==> src/rtl/riscv_ctrl_pkg.sv <==
// Shared encodings for the multicycle RV32I control path: opcodes, ALUOp codes,
// datapath select codes, FSM state encoding and the per-state control word.
package riscv_ctrl_pkg;

    localparam logic [6:0] OP_LOAD   = 7'b0000011;
    localparam logic [6:0] OP_STORE  = 7'b0100011;
    localparam logic [6:0] OP_R      = 7'b0110011;
    localparam logic [6:0] OP_I      = 7'b0010011;
    localparam logic [6:0] OP_BRANCH = 7'b1100011;
    localparam logic [6:0] OP_JAL    = 7'b1101111;

    localparam logic [2:0] F3_SRX = 3'b101;

    typedef enum logic [1:0] {
        ALUOP_ADD  = 2'b00,
        ALUOP_SUB  = 2'b01,
        ALUOP_FUNC = 2'b10
    } alu_op_e;

    typedef enum logic [1:0] {
        SRC_A_PC    = 2'b00,
        SRC_A_OLDPC = 2'b01,
        SRC_A_RS1   = 2'b10
    } alu_src_a_e;

    typedef enum logic [1:0] {
        SRC_B_RS2  = 2'b00,
        SRC_B_IMM  = 2'b01,
        SRC_B_FOUR = 2'b10
    } alu_src_b_e;

    typedef enum logic [1:0] {
        RES_ALUOUT  = 2'b00,
        RES_MEMDATA = 2'b01,
        RES_ALURES  = 2'b10
    } result_src_e;

    typedef enum logic [3:0] {
        S_RESET     = 4'd0,
        S_FETCH     = 4'd1,
        S_DECODE    = 4'd2,
        S_MEM_ADR   = 4'd3,
        S_MEM_READ  = 4'd4,
        S_MEM_WB    = 4'd5,
        S_MEM_WRITE = 4'd6,
        S_EXEC_R    = 4'd7,
        S_EXEC_I    = 4'd8,
        S_ALU_WB    = 4'd9,
        S_BRANCH    = 4'd10,
        S_JAL       = 4'd11,
        S_TRAP      = 4'd12
    } state_e;

    typedef struct packed {
        logic        mem_req;
        logic        mem_write;
        logic        adr_src;
        logic        pc_write;
        logic        branch;
        logic        reg_write;
        alu_src_a_e  alu_src_a;
        alu_src_b_e  alu_src_b;
        alu_op_e     alu_op;
        logic        use_func7;
        result_src_e result_src;
    } ctrl_t;

    // Moore control word for a state; FETCH's ir_write/pc_write strobes are added at the top.
    function automatic ctrl_t state_ctrl(input state_e s, input logic [2:0] func3);
        ctrl_t c;
        c = '0;
        case (s)
            S_FETCH: begin
                c.mem_req    = 1'b1;
                c.alu_src_a  = SRC_A_PC;
                c.alu_src_b  = SRC_B_FOUR;
                c.alu_op     = ALUOP_ADD;
                c.result_src = RES_ALURES;
            end
            S_DECODE: begin
                c.alu_src_a = SRC_A_OLDPC;
                c.alu_src_b = SRC_B_IMM;
            end
            S_MEM_ADR: begin
                c.alu_src_a = SRC_A_RS1;
                c.alu_src_b = SRC_B_IMM;
            end
            S_MEM_READ: begin
                c.mem_req = 1'b1;
                c.adr_src = 1'b1;
            end
            S_MEM_WB: begin
                c.result_src = RES_MEMDATA;
                c.reg_write  = 1'b1;
            end
            S_MEM_WRITE: begin
                c.mem_req   = 1'b1;
                c.mem_write = 1'b1;
                c.adr_src   = 1'b1;
            end
            S_EXEC_R: begin
                c.alu_src_a = SRC_A_RS1;
                c.alu_src_b = SRC_B_RS2;
                c.alu_op    = ALUOP_FUNC;
                c.use_func7 = 1'b1;
            end
            S_EXEC_I: begin
                c.alu_src_a = SRC_A_RS1;
                c.alu_src_b = SRC_B_IMM;
                c.alu_op    = ALUOP_FUNC;
                c.use_func7 = (func3 == F3_SRX);
            end
            S_ALU_WB: begin
                c.result_src = RES_ALUOUT;
                c.reg_write  = 1'b1;
            end
            S_BRANCH: begin
                c.alu_src_a  = SRC_A_RS1;
                c.alu_src_b  = SRC_B_RS2;
                c.alu_op     = ALUOP_SUB;
                c.result_src = RES_ALUOUT;
                c.branch     = 1'b1;
            end
            S_JAL: begin
                c.alu_src_a  = SRC_A_OLDPC;
                c.alu_src_b  = SRC_B_FOUR;
                c.alu_op     = ALUOP_ADD;
                c.result_src = RES_ALUOUT;
                c.pc_write   = 1'b1;
            end
            default: c = '0;
        endcase
        return c;
    endfunction

endpackage

==> src/rtl/ctrl_mem_timer.sv <==
// Memory wait watchdog: flags expiry once the request has waited TIMEOUT_CYCLES
// cycles without ready. TIMEOUT_CYCLES = 0 disables it.
module ctrl_mem_timer #(
    parameter int unsigned TIMEOUT_CYCLES = 255
) (
    input  logic clk,
    input  logic rst_n,
    input  logic enable,
    input  logic ready,
    output logic expired
);
    localparam int W = (TIMEOUT_CYCLES > 0) ? $clog2(TIMEOUT_CYCLES + 1) : 1;
    localparam logic [W-1:0] LOAD = W'(TIMEOUT_CYCLES);
    localparam logic [W-1:0] ONE  = W'(1);

    // Down-counter of remaining wait budget; terminal count is zero.
    logic [W-1:0] remaining;

    always_ff @(posedge clk or negedge rst_n) begin
        if (!rst_n) begin
            remaining <= LOAD;
        end else if (!enable || ready) begin
            remaining <= LOAD;
        end else if (remaining != '0) begin
            remaining <= remaining - ONE;
        end
    end

    assign expired = (TIMEOUT_CYCLES != 0) && enable && !ready && (remaining == '0);

endmodule

==> src/rtl/multicycle_main_control.sv <==
// Multicycle RV32I main control FSM: sequences each instruction and drives the
// datapath selects, ALUOp and the memory req/ready handshake.
//
//   state     | meaning
//   ----------+-------------------------------------------
//   RESET     | all outputs idle, go fetch
//   FETCH     | read instruction at PC, PC+4 into PC
//   DECODE    | branch/jal target into ALUOut
//   MEM_ADR   | rs1+imm effective address
//   MEM_READ  | load request, wait ready
//   MEM_WB    | load data into rd
//   MEM_WRITE | store request, wait ready
//   EXEC_R    | register-register ALU op
//   EXEC_I    | register-immediate ALU op
//   ALU_WB    | ALUOut into rd
//   BRANCH    | compare, conditional PC update
//   JAL       | jump, PC <= target
//   TRAP      | illegal opcode or bus timeout, wait for reset
module multicycle_main_control #(
    parameter int unsigned TIMEOUT_CYCLES = 255
) (
    input  logic       clk,
    input  logic       rst_n,
    input  logic [6:0] opcode,
    input  logic [2:0] func3,
    input  logic       mem_ready,
    output logic       mem_req,
    output logic       mem_write,
    output logic       adr_src,
    output logic       ir_write,
    output logic       pc_write,
    output logic       branch,
    output logic       reg_write,
    output logic [1:0] alu_src_a,
    output logic [1:0] alu_src_b,
    output logic [1:0] ALUOp,
    output logic       use_func7,
    output logic [1:0] result_src,
    output logic       illegal,
    output logic       bus_err
);
    import riscv_ctrl_pkg::*;

    state_e state;
    state_e state_next;
    ctrl_t  ctl;
    logic   timer_en;
    logic   timer_expired;
    logic   fetch_ready;

    assign timer_en = (state == S_FETCH) || (state == S_MEM_READ) || (state == S_MEM_WRITE);

    ctrl_mem_timer #(
        .TIMEOUT_CYCLES(TIMEOUT_CYCLES)
    ) u_timer (
        .clk    (clk),
        .rst_n  (rst_n),
        .enable (timer_en),
        .ready  (mem_ready),
        .expired(timer_expired)
    );

    always_comb begin
        state_next = state;
        case (state)
            S_RESET:  state_next = S_FETCH;
            S_FETCH: begin
                if (mem_ready)          state_next = S_DECODE;
                else if (timer_expired) state_next = S_TRAP;
            end
            S_DECODE: begin
                case (opcode)
                    OP_LOAD, OP_STORE: state_next = S_MEM_ADR;
                    OP_R:              state_next = S_EXEC_R;
                    OP_I:              state_next = S_EXEC_I;
                    OP_BRANCH:         state_next = S_BRANCH;
                    OP_JAL:            state_next = S_JAL;
                    default:           state_next = S_TRAP;
                endcase
            end
            S_MEM_ADR: state_next = (opcode == OP_LOAD) ? S_MEM_READ : S_MEM_WRITE;
            S_MEM_READ: begin
                if (mem_ready)          state_next = S_MEM_WB;
                else if (timer_expired) state_next = S_TRAP;
            end
            S_MEM_WB: state_next = S_FETCH;
            S_MEM_WRITE: begin
                if (mem_ready)          state_next = S_FETCH;
                else if (timer_expired) state_next = S_TRAP;
            end
            S_EXEC_R: state_next = S_ALU_WB;
            S_EXEC_I: state_next = S_ALU_WB;
            S_ALU_WB: state_next = S_FETCH;
            S_BRANCH: state_next = S_FETCH;
            S_JAL:    state_next = S_ALU_WB;
            S_TRAP:   state_next = S_TRAP;
            default:  state_next = S_RESET;
        endcase
    end

    // Control word is registered alongside the state so outputs come straight off flops.
    always_ff @(posedge clk or negedge rst_n) begin
        if (!rst_n) begin
            state   <= S_RESET;
            ctl     <= '0;
            illegal <= 1'b0;
            bus_err <= 1'b0;
        end else begin
            state   <= state_next;
            ctl     <= state_ctrl(state_next, func3);
            illegal <= illegal | ((state == S_DECODE) && (state_next == S_TRAP));
            bus_err <= bus_err | timer_expired;
        end
    end

    assign fetch_ready = (state == S_FETCH) && mem_ready;

    assign mem_req    = ctl.mem_req;
    assign mem_write  = ctl.mem_write;
    assign adr_src    = ctl.adr_src;
    assign ir_write   = fetch_ready;
    assign pc_write   = ctl.pc_write | fetch_ready;
    assign branch     = ctl.branch;
    assign reg_write  = ctl.reg_write;
    assign alu_src_a  = ctl.alu_src_a;
    assign alu_src_b  = ctl.alu_src_b;
    assign ALUOp      = ctl.alu_op;
    assign use_func7  = ctl.use_func7;
    assign result_src = ctl.result_src;

endmodule

==> config.mk <==
export PLATFORM = sky130hd
export DESIGN_NAME = multicycle_main_control
export DESIGN_NICKNAME = d
export VERILOG_FILES = /design/src/rtl/riscv_ctrl_pkg.sv /design/src/rtl/ctrl_mem_timer.sv /design/src/rtl/multicycle_main_control.sv
export SDC_FILE = /design/constraint.sdc
export NUM_CORES = 1
export LEC_CHECK = 0
export ABC_AREA = 0
export CAP_MARGIN = 20
export CORE_MARGIN = 10
export CORE_UTILIZATION = 45
export CTS_CLUSTER_SIZE = 28
export DETAILED_ROUTE_END_ITERATION = 8
export HOLD_SLACK_MARGIN = 0.15
export PLACE_DENSITY = 0.71
export SLEW_MARGIN = 20
export SYNTH_ARGS = -nofsm -noshare
export SYNTH_HDL_FRONTEND = slang
export SYNTH_SLANG_ARGS = --single-unit
export TNS_END_PERCENT = 1
==> constraint.sdc <==
create_clock -name clk -period 3.6 [get_ports clk]
set_input_delay 0.72 -clock clk [delete_from_list [all_inputs] [get_ports clk]]
set_output_delay 0.72 -clock clk [all_outputs]
set_load 0.005 [all_outputs]
==> results.sh, run 1 <==
export IMPL_cp_num_buf_inv=2
export IMPL_path_delay_family="buffers and inverters"
export IMPL_syn_area_um2=1580
export IMPL_rows=21
export IMPL_slew_viol_final=0
export IMPL_dp_hpwl_um=2560
export IMPL_yosys_top_cells_area="dfrtp_1, dfstp_2, buf_4, nand2_1, xnor2_1"
export IMPL_synth_seq_cells=29
export IMPL_insertion_delay_ns=0.33
export IMPL_vias=1197
export IMPL_max_cap_violations=0
export IMPL_timing_final_crit_share_pct=85.5
export IMPL_critPathLaunchType="input port"
export IMPL_fillers=318
export IMPL_start_util_pct=46.9
export IMPL_fmax_mhz=325
export IMPL_postCtsSetupRepairBufs=0
export IMPL_crit_path_max_incr_delay_ns=0.65
export IMPL_final_min_clock_period_ns=3.08
export IMPL_dp_cells=216
export IMPL_grt_use_total_pct=11.6
export IMPL_grt_pass1_vias=1263
export IMPL_crit_arrival_ns=2.36
export IMPL_async_reset_ff_share_pct=100
export IMPL_worstPathCellList="clkdlybuf4s50_1 > and4b_1 > or2_2 > clkdlybuf4s50_1"
export IMPL_drc=0
export IMPL_vias_per_cell=5.34
export IMPL_cts_sinks=29
export IMPL_reg2reg_depth=9
export IMPL_clockBufferDepth=2
export IMPL_rsz0062_at_grt="false"
export IMPL_reg2reg_slack_ns=1.00
export IMPL_cts_made_buffers=5
export IMPL_cts_tree="done"
export IMPL_antenna_found_initial=0
export IMPL_path_max_fanout=8
export IMPL_worstMarginPinSlew_ns=0.612
export IMPL_wirelength_um=3370
export IMPL_skew_ns=0.0106
export IMPL_max_vdd_ir_drop_v=0.000368
export IMPL_finalSetupViolations=0
export IMPL_ctsHoldBuffers=0
export IMPL_required_ns=2.88
export IMPL_status="completed"
export IMPL_gp_congestion=0.794
export IMPL_hold_path_class="input port to async pin"
export IMPL_io_buffers=30
export IMPL_cp_slowest_cell="clkdlybuf4s50_1"
export IMPL_crit_type="input port to output pin"
export IMPL_synth_edff_count=0
export IMPL_p_leak_nw=0.849
export IMPL_hold_viol_final=0
export IMPL_ant_nets=0
export IMPL_synthesis_nets=162
export IMPL_root_buffer="clkbuf_4"
export IMPL_synth_cells=147
export IMPL_timing_rr_start="u_timer.remaining[0]$_DFFE_PN1N_"
export IMPL_fin_cells=224
export IMPL_crit_top_cell="clkdlybuf4s50_1"
export IMPL_cp_startpoint="mem_ready"
export IMPL_overflow=0
export IMPL_drtIter0Drc=34
export IMPL_clk_pin_slew_ns=0.10
export IMPL_wl_per_cell_um=15.0
export IMPL_grt_pass1_wl_um=5890
export IMPL_worstSetupEndpointType="output pin"
export IMPL_regToRegEndpoint="use_func7$_DFF_PN0_"
export IMPL_synth_seq_area_share_pct=46.7
export IMPL_die_w_um=79.2
export IMPL_slew_headroom_pct=59.1
export IMPL_cts_max_level=2
export IMPL_ff_latch_area_um2=736
export IMPL_ys_types=52
export IMPL_setup_tns_ns=0
export IMPL_n_antenna_cell=0
export IMPL_multiInputGateArea_um2=714
export IMPL_synth_area_per_cell_um2=10.7
export IMPL_ioPinCount=31
export IMPL_grt_max_degree=26
export IMPL_yosys_area_top_type="dfrtp_1"
export IMPL_dr_pass1_iters=4
export IMPL_dieArea_um2=6270
export IMPL_drive_above_1_share_pct=19.7
export IMPL_core_area_um2=3360
export IMPL_num_nets_final=192
export IMPL_yosys_most_used_dff="dfrtp_1"
export IMPL_powerDensity_nw_per_um2=697
export IMPL_synth_top_area_share_pct=33.3
export IMPL_cts_resized=0
export IMPL_yosys_warnings=0
export IMPL_area_delta_synth_final_pct=25.0
export IMPL_die_y_um=79.2
==> cells in the final DEF (no fill, tap or decap), drive strengths merged, types with 3 or more instances in the layout <==
| master | instances |
|---|---|
| or4 | 3 |
| buf | 7 |
| dfstp | 8 |
| nor3 | 4 |
| or2 | 3 |
| inv | 9 |
| or3 | 4 |
| clkbuf | 6 |
| nor2b | 4 |
| o21ai | 6 |
| nand3 | 3 |
| dfrtp | 21 |
| o32ai | 3 |
| nor2 | 7 |
| nand2b | 4 |
| xnor2 | 4 |
| nand2 | 11 |
| clkdlybuf4s50 | 29 |
==> logic make-up after synthesis <==
logic type,after synthesis,share of synthesized area [%]
multiplexers,1,0.635
AND/OR/NAND/NOR,61,24.0
buffers and inverters,22,8.02
AO/OA/AOI/OAI,25,15.1
adder cells (fa/ha/maj),3,2.22
flip-flops,29,46.7
XOR/XNOR,6,3.33
==> report_power, final <==
part / switching, W / total (W) / internal, W
Clock: 0.000116 / 0.000281 / 0.000165
Combinational: 0.000285 / 0.000602 / 0.000317
Sequential: 0.0000808 / 0.000491 / 0.000410
==> synth_stat cells (3+ instances only) <==
cell type / instances
dfrtp_1: 21
inv_1: 8
nand3_1: 3
dfstp_2: 8
o32ai_1: 3
xnor2_1: 4
nor3_1: 4
nand2_1: 11
o21ai_1: 3
buf_4: 9
or4_1: 3
nor2b_1: 4
o21ai_0: 3
nor2_1: 7
nand2b_1: 4
==> how the worst max path moves through the flow <==
stage          depth (start not counted)  slack, ns                   to
6_report                               4       0.52             pc_write
3_3_place_gp                           9       0.49  use_func7$_DFF_PN0_
3_5_place_dp                           9       0.42   ALUOp[1]$_DFF_PN0_
5_1_grt                                4       0.46             pc_write
4_1_cts                                4       0.50             pc_write
2_1_floorplan                          7       1.05  use_func7$_DFF_PN0_
==> flip-flops by register name, summed over array words and instances (netlist names) <==
register           count
ALUOp                  2
adr_src                1
alu_src_a              2
alu_src_b              2
branch                 1
bus_err                1
ctl                    1
illegal                1
mem_req                1
mem_write              1
reg_write              1
result_src             2
state                  4
u_timer.remaining      8
use_func7              1
==> final cells by class <==
class | count | share of cell area, %
clock buffers | 6 | 2.60
clock inverters | 2 | 1.90
inverters | 9 | 1.71
multi-input cells | 96 | 36.3
flip-flops and latches | 29 | 37.3
well taps | 46 | 2.92
repair buffers | 36 | 17.3
==> layer usage <==
layer  part of all wire, %  GRT usage [%]
met4                   1.4           4.66
met2                    52           20.5
met1                    41           12.4
met5                     0              0
met3                   5.5           4.17
==> per-stage QoR <==
step	instance area, um2	setup slack (ns)	hold WS, ns	power, W	util, %
2_1_floorplan	1580	1.05	0.424	0.000902	-
3_3_place_gp	1890	0.495	0.449	0.00109	56.1
3_5_place_dp	1890	0.417	0.446	0.00110	56.1
4_1_cts	1980	0.502	0.469	0.00140	58.7
5_1_grt	1970	0.458	0.384	0.00148	58.6
6_report	1970	0.520	0.363	0.00137	58.6
No activity file was read; power rests on OpenSTA's default activity.
==> run 2: changes to the inputs <==
- CORE_ASPECT_RATIO: not set -> 0.9
- SLEW_MARGIN: 20 -> 0
- clock period: 3.6 -> 3.4 ns (I/O delays scaled with it)
==> run 2 against run 1 <==
Against the previous run: global-route usage increased by 0.36 points; highest routed layer unchanged; count of clock-buffer cells in the layout increased by 1; critical path depth is the same; largest power group unchanged; clock power is 8.9% higher; total power grew 8.5%; non-clock buffer count rose by 1; design area increased by 1.1%; register-to-register slack lost 0.20 ns; first-iteration DRC count grew 53%.
==> results.sh, run 2 (synthesis results as in run 1) <==
export IMPL_clockBufferDepth=2
export IMPL_cp_num_buf_inv=2
export IMPL_pwr_share_clk_pct=20.5
export IMPL_grt_use_met2_pct=19.9
export IMPL_antenna_found_initial=0
export IMPL_pwr_share_seq_pct=35.1
export IMPL_worstPathCellList="clkdlybuf4s50_1 > and4b_1 > or2_2 > clkdlybuf4s50_1"
export IMPL_multiInputGateArea_um2=714
export IMPL_core_area_um2=3380
export IMPL_regMostFlops="u_timer.remaining"
export IMPL_hold_path_class="flip-flop to flip-flop"
export IMPL_io_buffers=30
export IMPL_holdPathEnd="bus_err$_DFF_PN0_"
export IMPL_worstMarginPinSlew_ns=0.969
export IMPL_use_met1_pct=13.4
export IMPL_cp_slowest_cell="clkdlybuf4s50_1"
export IMPL_largest_reg_flops=8
export IMPL_max_vdd_ir_drop_v=0.000435
export IMPL_path_max_fanout=8
export IMPL_slew_viol_final=0
export IMPL_grt_pass1_vias=1254
export IMPL_final_cell_mix="clkdlybuf4s50_1, dfrtp_1, nand2_1, inv_1, dfstp_2"
export IMPL_cts_resized=0
export IMPL_grt_use_met3_pct=4.72
export IMPL_wirelength_um=3480
export IMPL_dp_hpwl_um=2730
export IMPL_reg2reg_depth=8
export IMPL_dr_pass1_iters=4
export IMPL_drtIter0Drc=52
export IMPL_cts_tree="done"
export IMPL_vias=1206
export IMPL_required_ns=2.72
export IMPL_drive_above_1_share_pct=19.6
export IMPL_whs_path_depth=1
export IMPL_dieArea_um2=6270
export IMPL_crit_type="input port to output pin"
export IMPL_n_antenna_cell=0
export IMPL_crit_arrival_ns=2.32
export IMPL_ff_latch_area_um2=736
export IMPL_fillers=301
export IMPL_ant_nets=0
export IMPL_drc=0
export IMPL_skew_ns=0.00468
export IMPL_grt_use_total_pct=12.0
export IMPL_die_w_um=82.4
export IMPL_cts_sinks=29
export IMPL_powerDensity_nw_per_um2=748
export IMPL_p_int_w=0.000968
export IMPL_rsz0062_at_grt="false"
export IMPL_gp_congestion=0.880
export IMPL_timing_rr_start="u_timer.remaining[0]$_DFFE_PN1N_"
export IMPL_area_delta_synth_final_pct=26.4
export IMPL_fmax_mhz=333
export IMPL_comb_power_share_pct=44.4
export IMPL_rows=20
export IMPL_num_nets_final=193
export IMPL_path_delay_family="buffers and inverters"
export IMPL_reg2reg_slack_ns=0.80
export IMPL_max_cap_violations=0
export IMPL_die_y_um=76.2
export IMPL_ioPinCount=31
export IMPL_slew_headroom_pct=35.2
export IMPL_cts_made_buffers=5
export IMPL_final_util_pct=59.0
export IMPL_clk_pin_slew_ns=0.06
export IMPL_hp_start="bus_err$_DFF_PN0_"
export IMPL_status="completed"
export IMPL_setup_tns_ns=0
export IMPL_grt_pass1_wl_um=5980
export IMPL_final_min_clock_period_ns=3.00
export IMPL_p_leak_nw=0.862
export IMPL_final_common_cell="clkdlybuf4s50_1"
export IMPL_vias_per_cell=5.41
export IMPL_postCtsSetupRepairBufs=0
export IMPL_crit_path_max_incr_delay_ns=0.66
export IMPL_p_sw_w=0.000523
export IMPL_start_util_pct=46.7
export IMPL_regToRegEndpoint="ALUOp[1]$_DFF_PN0_"
export IMPL_worstSetupEndpointType="output pin"
export IMPL_p_total_w=0.00149
export IMPL_hold_viol_final=0
export IMPL_wl_per_cell_um=15.6
export IMPL_finalSetupViolations=0
export IMPL_cts_max_level=2
export IMPL_overflow=0
export IMPL_gr_max_usage_layer="met2"
export IMPL_ctsHoldBuffers=0
export IMPL_insertion_delay_ns=0.28
export IMPL_crit_top_cell="clkdlybuf4s50_1"
export IMPL_timing_final_crit_share_pct=88.3
export IMPL_switching_share_pct=35.1
export IMPL_critPathLaunchType="input port"
export IMPL_root_buffer="clkbuf_8"
export IMPL_grt_max_degree=24
export IMPL_reg_top3="u_timer.remaining (8), state (4)"
-- run 2: changes by cell type in the layout (fill, tap and decap cells not counted) --
cell	before	now
buf_4	6	7
buf_2	1	0
clkinv_2	0	1
bufinv_16	1	0
clkdlybuf4s50_1	29	30
clkinvlp_4	1	0
clkbuf_4	5	0
clkbuf_8	1	7
-- run 2: final cells by class --
class                      instances  share of cell area, %
sequential                        29                   36.9
multi-input combinational         96                   35.8
timing repair buffer              37                   17.7
clock buffer                       7                   4.83
tap                               44                   2.76
inverter                           9                   1.69
clock inverter                     1                  0.251
-- run 2: power groups by stage --
stage               sequential (W)  clock (W)  combinational [W]
floorplan                 0.000475          0           0.000480
global placement          0.000523          0           0.000657
detailed placement        0.000529          0           0.000670
CTS                       0.000523   0.000315           0.000672
global route              0.000540   0.000330           0.000733
finish                    0.000524   0.000306           0.000661
-- run 2: stage by stage --
| step | hold WS (ns) | worst slack [ns] | instance area [um2] | instances |
|---|---|---|---|---|
| floorplan | 0.384 | 0.895 | 1580 | 147 |
| global placement | 0.445 | 0.380 | 1890 | 215 |
| detailed placement | 0.443 | 0.279 | 1890 | 215 |
| CTS | 0.458 | 0.394 | 1990 | 223 |
| global route | 0.488 | 0.318 | 1990 | 223 |
| finish | 0.452 | 0.398 | 1990 | 223 |
-- run 2: worst max-delay path by stage --
stage / from / to / slack (ns) / cells after the start
3_5_place_dp: opcode[3] / ALUOp[1]$_DFF_PN0_ / 0.28 / 8
2_1_floorplan: opcode[3] / use_func7$_DFF_PN0_ / 0.89 / 7
4_1_cts: mem_ready / pc_write / 0.39 / 4
3_3_place_gp: opcode[3] / use_func7$_DFF_PN0_ / 0.38 / 8
5_1_grt: mem_ready / pc_write / 0.32 / 4
6_report: mem_ready / pc_write / 0.40 / 4
-- run 2: worst reg2reg max path, delay by kind of cell, from the launching register on --
family,cells,cell delay (ns)
DFF,1,0.36
buffers and inverters,1,0.10
adders and majority gates,1,0.16
and+or+nand+nor,3,1.25
AOI/OAI and AO/OA,3,0.65
-- run 2: layer usage --
layer,share of wire (%),vias to the layer above
li1,-,587
met5,0,-
met4,1.0,0
met1,41,582
met2,51,32
met3,6.5,5
==> run 3: changes to the inputs <==
- CELL_PAD_IN_SITES_DETAIL_PLACEMENT: not set -> 0
- CELL_PAD_IN_SITES_GLOBAL_PLACEMENT: not set -> 2
- CORE_UTILIZATION: 45 -> 32
- PLACE_DENSITY: 0.71 -> not set
- PLACE_DENSITY_LB_ADDON: not set -> 0.1
==> run 3 against run 2 <==
Against the previous run: core utilization down 17 points; via count down 2.7%; final cell count grew 8.1%; maximum frequency fell by 0.77%; combinational power is essentially flat; hold slack improved by 0.022 ns; clock skew rose by 0.00073 ns; flip-flop and latch count unchanged; setup slack got worse by 0.023 ns; design area increased by 0.19%.
==> results.sh, run 3 (synthesis results as in run 1) <==
export IMPL_root_buffer="clkbuf_8"
export IMPL_rows=24
export IMPL_use_met1_pct=11.4
export IMPL_worstPathCellList="clkdlybuf4s50_1 > and4b_1 > or2_2 > clkdlybuf4s50_1"
export IMPL_wirelength_um=3720
export IMPL_die_w_um=94.0
export IMPL_finalSetupViolations=0
export IMPL_reg_top3="u_timer.remaining (8), state (4)"
export IMPL_grt_max_degree=30
export IMPL_max_vdd_ir_drop_v=0.000279
export IMPL_vias=1174
export IMPL_ctsHoldBuffers=0
export IMPL_regMostFlops="u_timer.remaining"
export IMPL_comb_power_share_pct=44.6
export IMPL_grt_pass1_vias=1246
export IMPL_gr_max_usage_layer="met2"
export IMPL_n_antenna_cell=0
export IMPL_timing_rr_start="state[1]$_DFF_PN0_"
export IMPL_grt_use_met2_pct=15.3
export IMPL_path_max_fanout=8
export IMPL_grt_pass1_wl_um=6160
export IMPL_grt_use_met3_pct=3.37
export IMPL_cts_sinks=29
export IMPL_cp_slowest_cell="clkdlybuf4s50_1"
export IMPL_p_leak_nw=0.848
export IMPL_cts_max_level=2
export IMPL_worstSetupEndpointType="output pin"
export IMPL_dp_hpwl_um=2750
export IMPL_drive_above_1_share_pct=18.2
export IMPL_max_cap_violations=0
export IMPL_pwr_share_seq_pct=34.4
export IMPL_cts_made_buffers=5
export IMPL_cts_tree="done"
export IMPL_postCtsSetupRepairBufs=0
export IMPL_num_nets_final=190
export IMPL_reg2reg_slack_ns=0.65
export IMPL_start_util_pct=32.8
export IMPL_final_util_pct=41.6
export IMPL_slew_headroom_pct=58.9
export IMPL_skew_ns=0.00541
export IMPL_crit_top_cell="clkdlybuf4s50_1"
export IMPL_dieArea_um2=8140
export IMPL_hold_path_class="flip-flop to flip-flop"
export IMPL_drc=0
export IMPL_hold_slack_ns=0.474
export IMPL_rsz0062_at_grt="false"
export IMPL_crit_path_max_incr_delay_ns=0.64
export IMPL_insertion_delay_ns=0.28
export IMPL_fmax_mhz=331
export IMPL_die_y_um=86.6
export IMPL_largest_reg_flops=8
export IMPL_antenna_found_initial=0
export IMPL_grt_use_total_pct=9.56
export IMPL_area_delta_synth_final_pct=26.7
export IMPL_final_min_clock_period_ns=3.03
export IMPL_path_delay_family="buffers and inverters"
export IMPL_overflow=0
export IMPL_hp_start="bus_err$_DFF_PN0_"
export IMPL_powerDensity_nw_per_um2=740
export IMPL_final_cell_mix="clkdlybuf4s50_1, dfrtp_1, nand2_1, inv_1, dfstp_2"
export IMPL_setup_tns_ns=0
export IMPL_vias_per_cell=4.87
export IMPL_required_ns=2.72
export IMPL_p_sw_w=0.000526
export IMPL_clk_pin_slew_ns=0.06
export IMPL_wl_per_cell_um=15.4
export IMPL_ant_nets=0
export IMPL_crit_type="input port to output pin"
export IMPL_drtIter0Drc=42
export IMPL_core_area_um2=4800
export IMPL_crit_arrival_ns=2.35
export IMPL_worstMarginPinSlew_ns=0.609
export IMPL_pwr_share_clk_pct=21.0
export IMPL_hold_viol_final=0
export IMPL_cp_startpoint="mem_ready"
export IMPL_clockBufferDepth=2
export IMPL_status="completed"
export IMPL_timing_final_crit_share_pct=89.0
export IMPL_cts_resized=0
export IMPL_slew_viol_final=0
export IMPL_gp_congestion=0.761
export IMPL_cp_num_buf_inv=2
export IMPL_ioPinCount=31
export IMPL_final_common_cell="clkdlybuf4s50_1"
export IMPL_dr_pass1_iters=4
export IMPL_placed_area_um2=1900
export IMPL_switching_share_pct=35.6
export IMPL_design_area_um2=2000
export IMPL_p_int_w=0.000951
export IMPL_io_buffers=30
export IMPL_critPathLaunchType="input port"
## run 3: layer usage
metal | vias to the layer above | wire length [um]
li1 | 579 | -
met1 | 569 | 1650
met2 | 20 | 1860
met3 | 6 | 167
met4 | 0 | 40
met5 | - | 0
## run 3: path summary, 6_finish.rpt
check                                                    to  cells past startpoint
max reg2reg                             use_func7$_DFF_PN0_                      6
min in group asynchronous           result_src[0]$_DFF_PN0_                      2
max                                                pc_write                      4
min                                       bus_err$_DFF_PN0_                      1
min reg2reg                               bus_err$_DFF_PN0_                      1
max in group asynchronous  u_timer.remaining[4]$_DFFE_PN1N_                      2
## run 3: power groups by stage
stage / clock network [W] / logic, W / registers (W)
after floorplan: 0 / 0.000480 / 0.000475
after global placement: 0 / 0.000674 / 0.000511
after detailed placement: 0 / 0.000668 / 0.000514
after CTS: 0.000324 / 0.000674 / 0.000511
after global routing: 0.000340 / 0.000730 / 0.000521
final: 0.000310 / 0.000659 / 0.000508
## run 3: cell type report
cell class                      count  area (um2)
Tap cell                           65        81.3
Clock inverter                      1        5.00
Multi-Input combinational cell     96         714
Sequential cell                    29         736
Inverter                            9        33.8
Clock buffer                        7        96.3
Fill cell                         477        2810
Timing Repair Buffer               34         330
## run 3: stage by stage
step / total power, W / std cells / worst slack (ns)
final: 0.00148 / 241 / 0.375
after global routing: 0.00159 / 241 / 0.257
after CTS: 0.00151 / 241 / 0.334
after detailed placement: 0.00118 / 233 / 0.212
after global placement: 0.00118 / 233 / 0.284
after floorplan: 0.000955 / 147 / 0.895
## run 3: worst register-to-register path, delay by kind of cell (launching register included)
kind | cells | cell delay [ns]
compound gates | 4 | 1.22
simple gates | 2 | 0.91
flops | 1 | 0.54
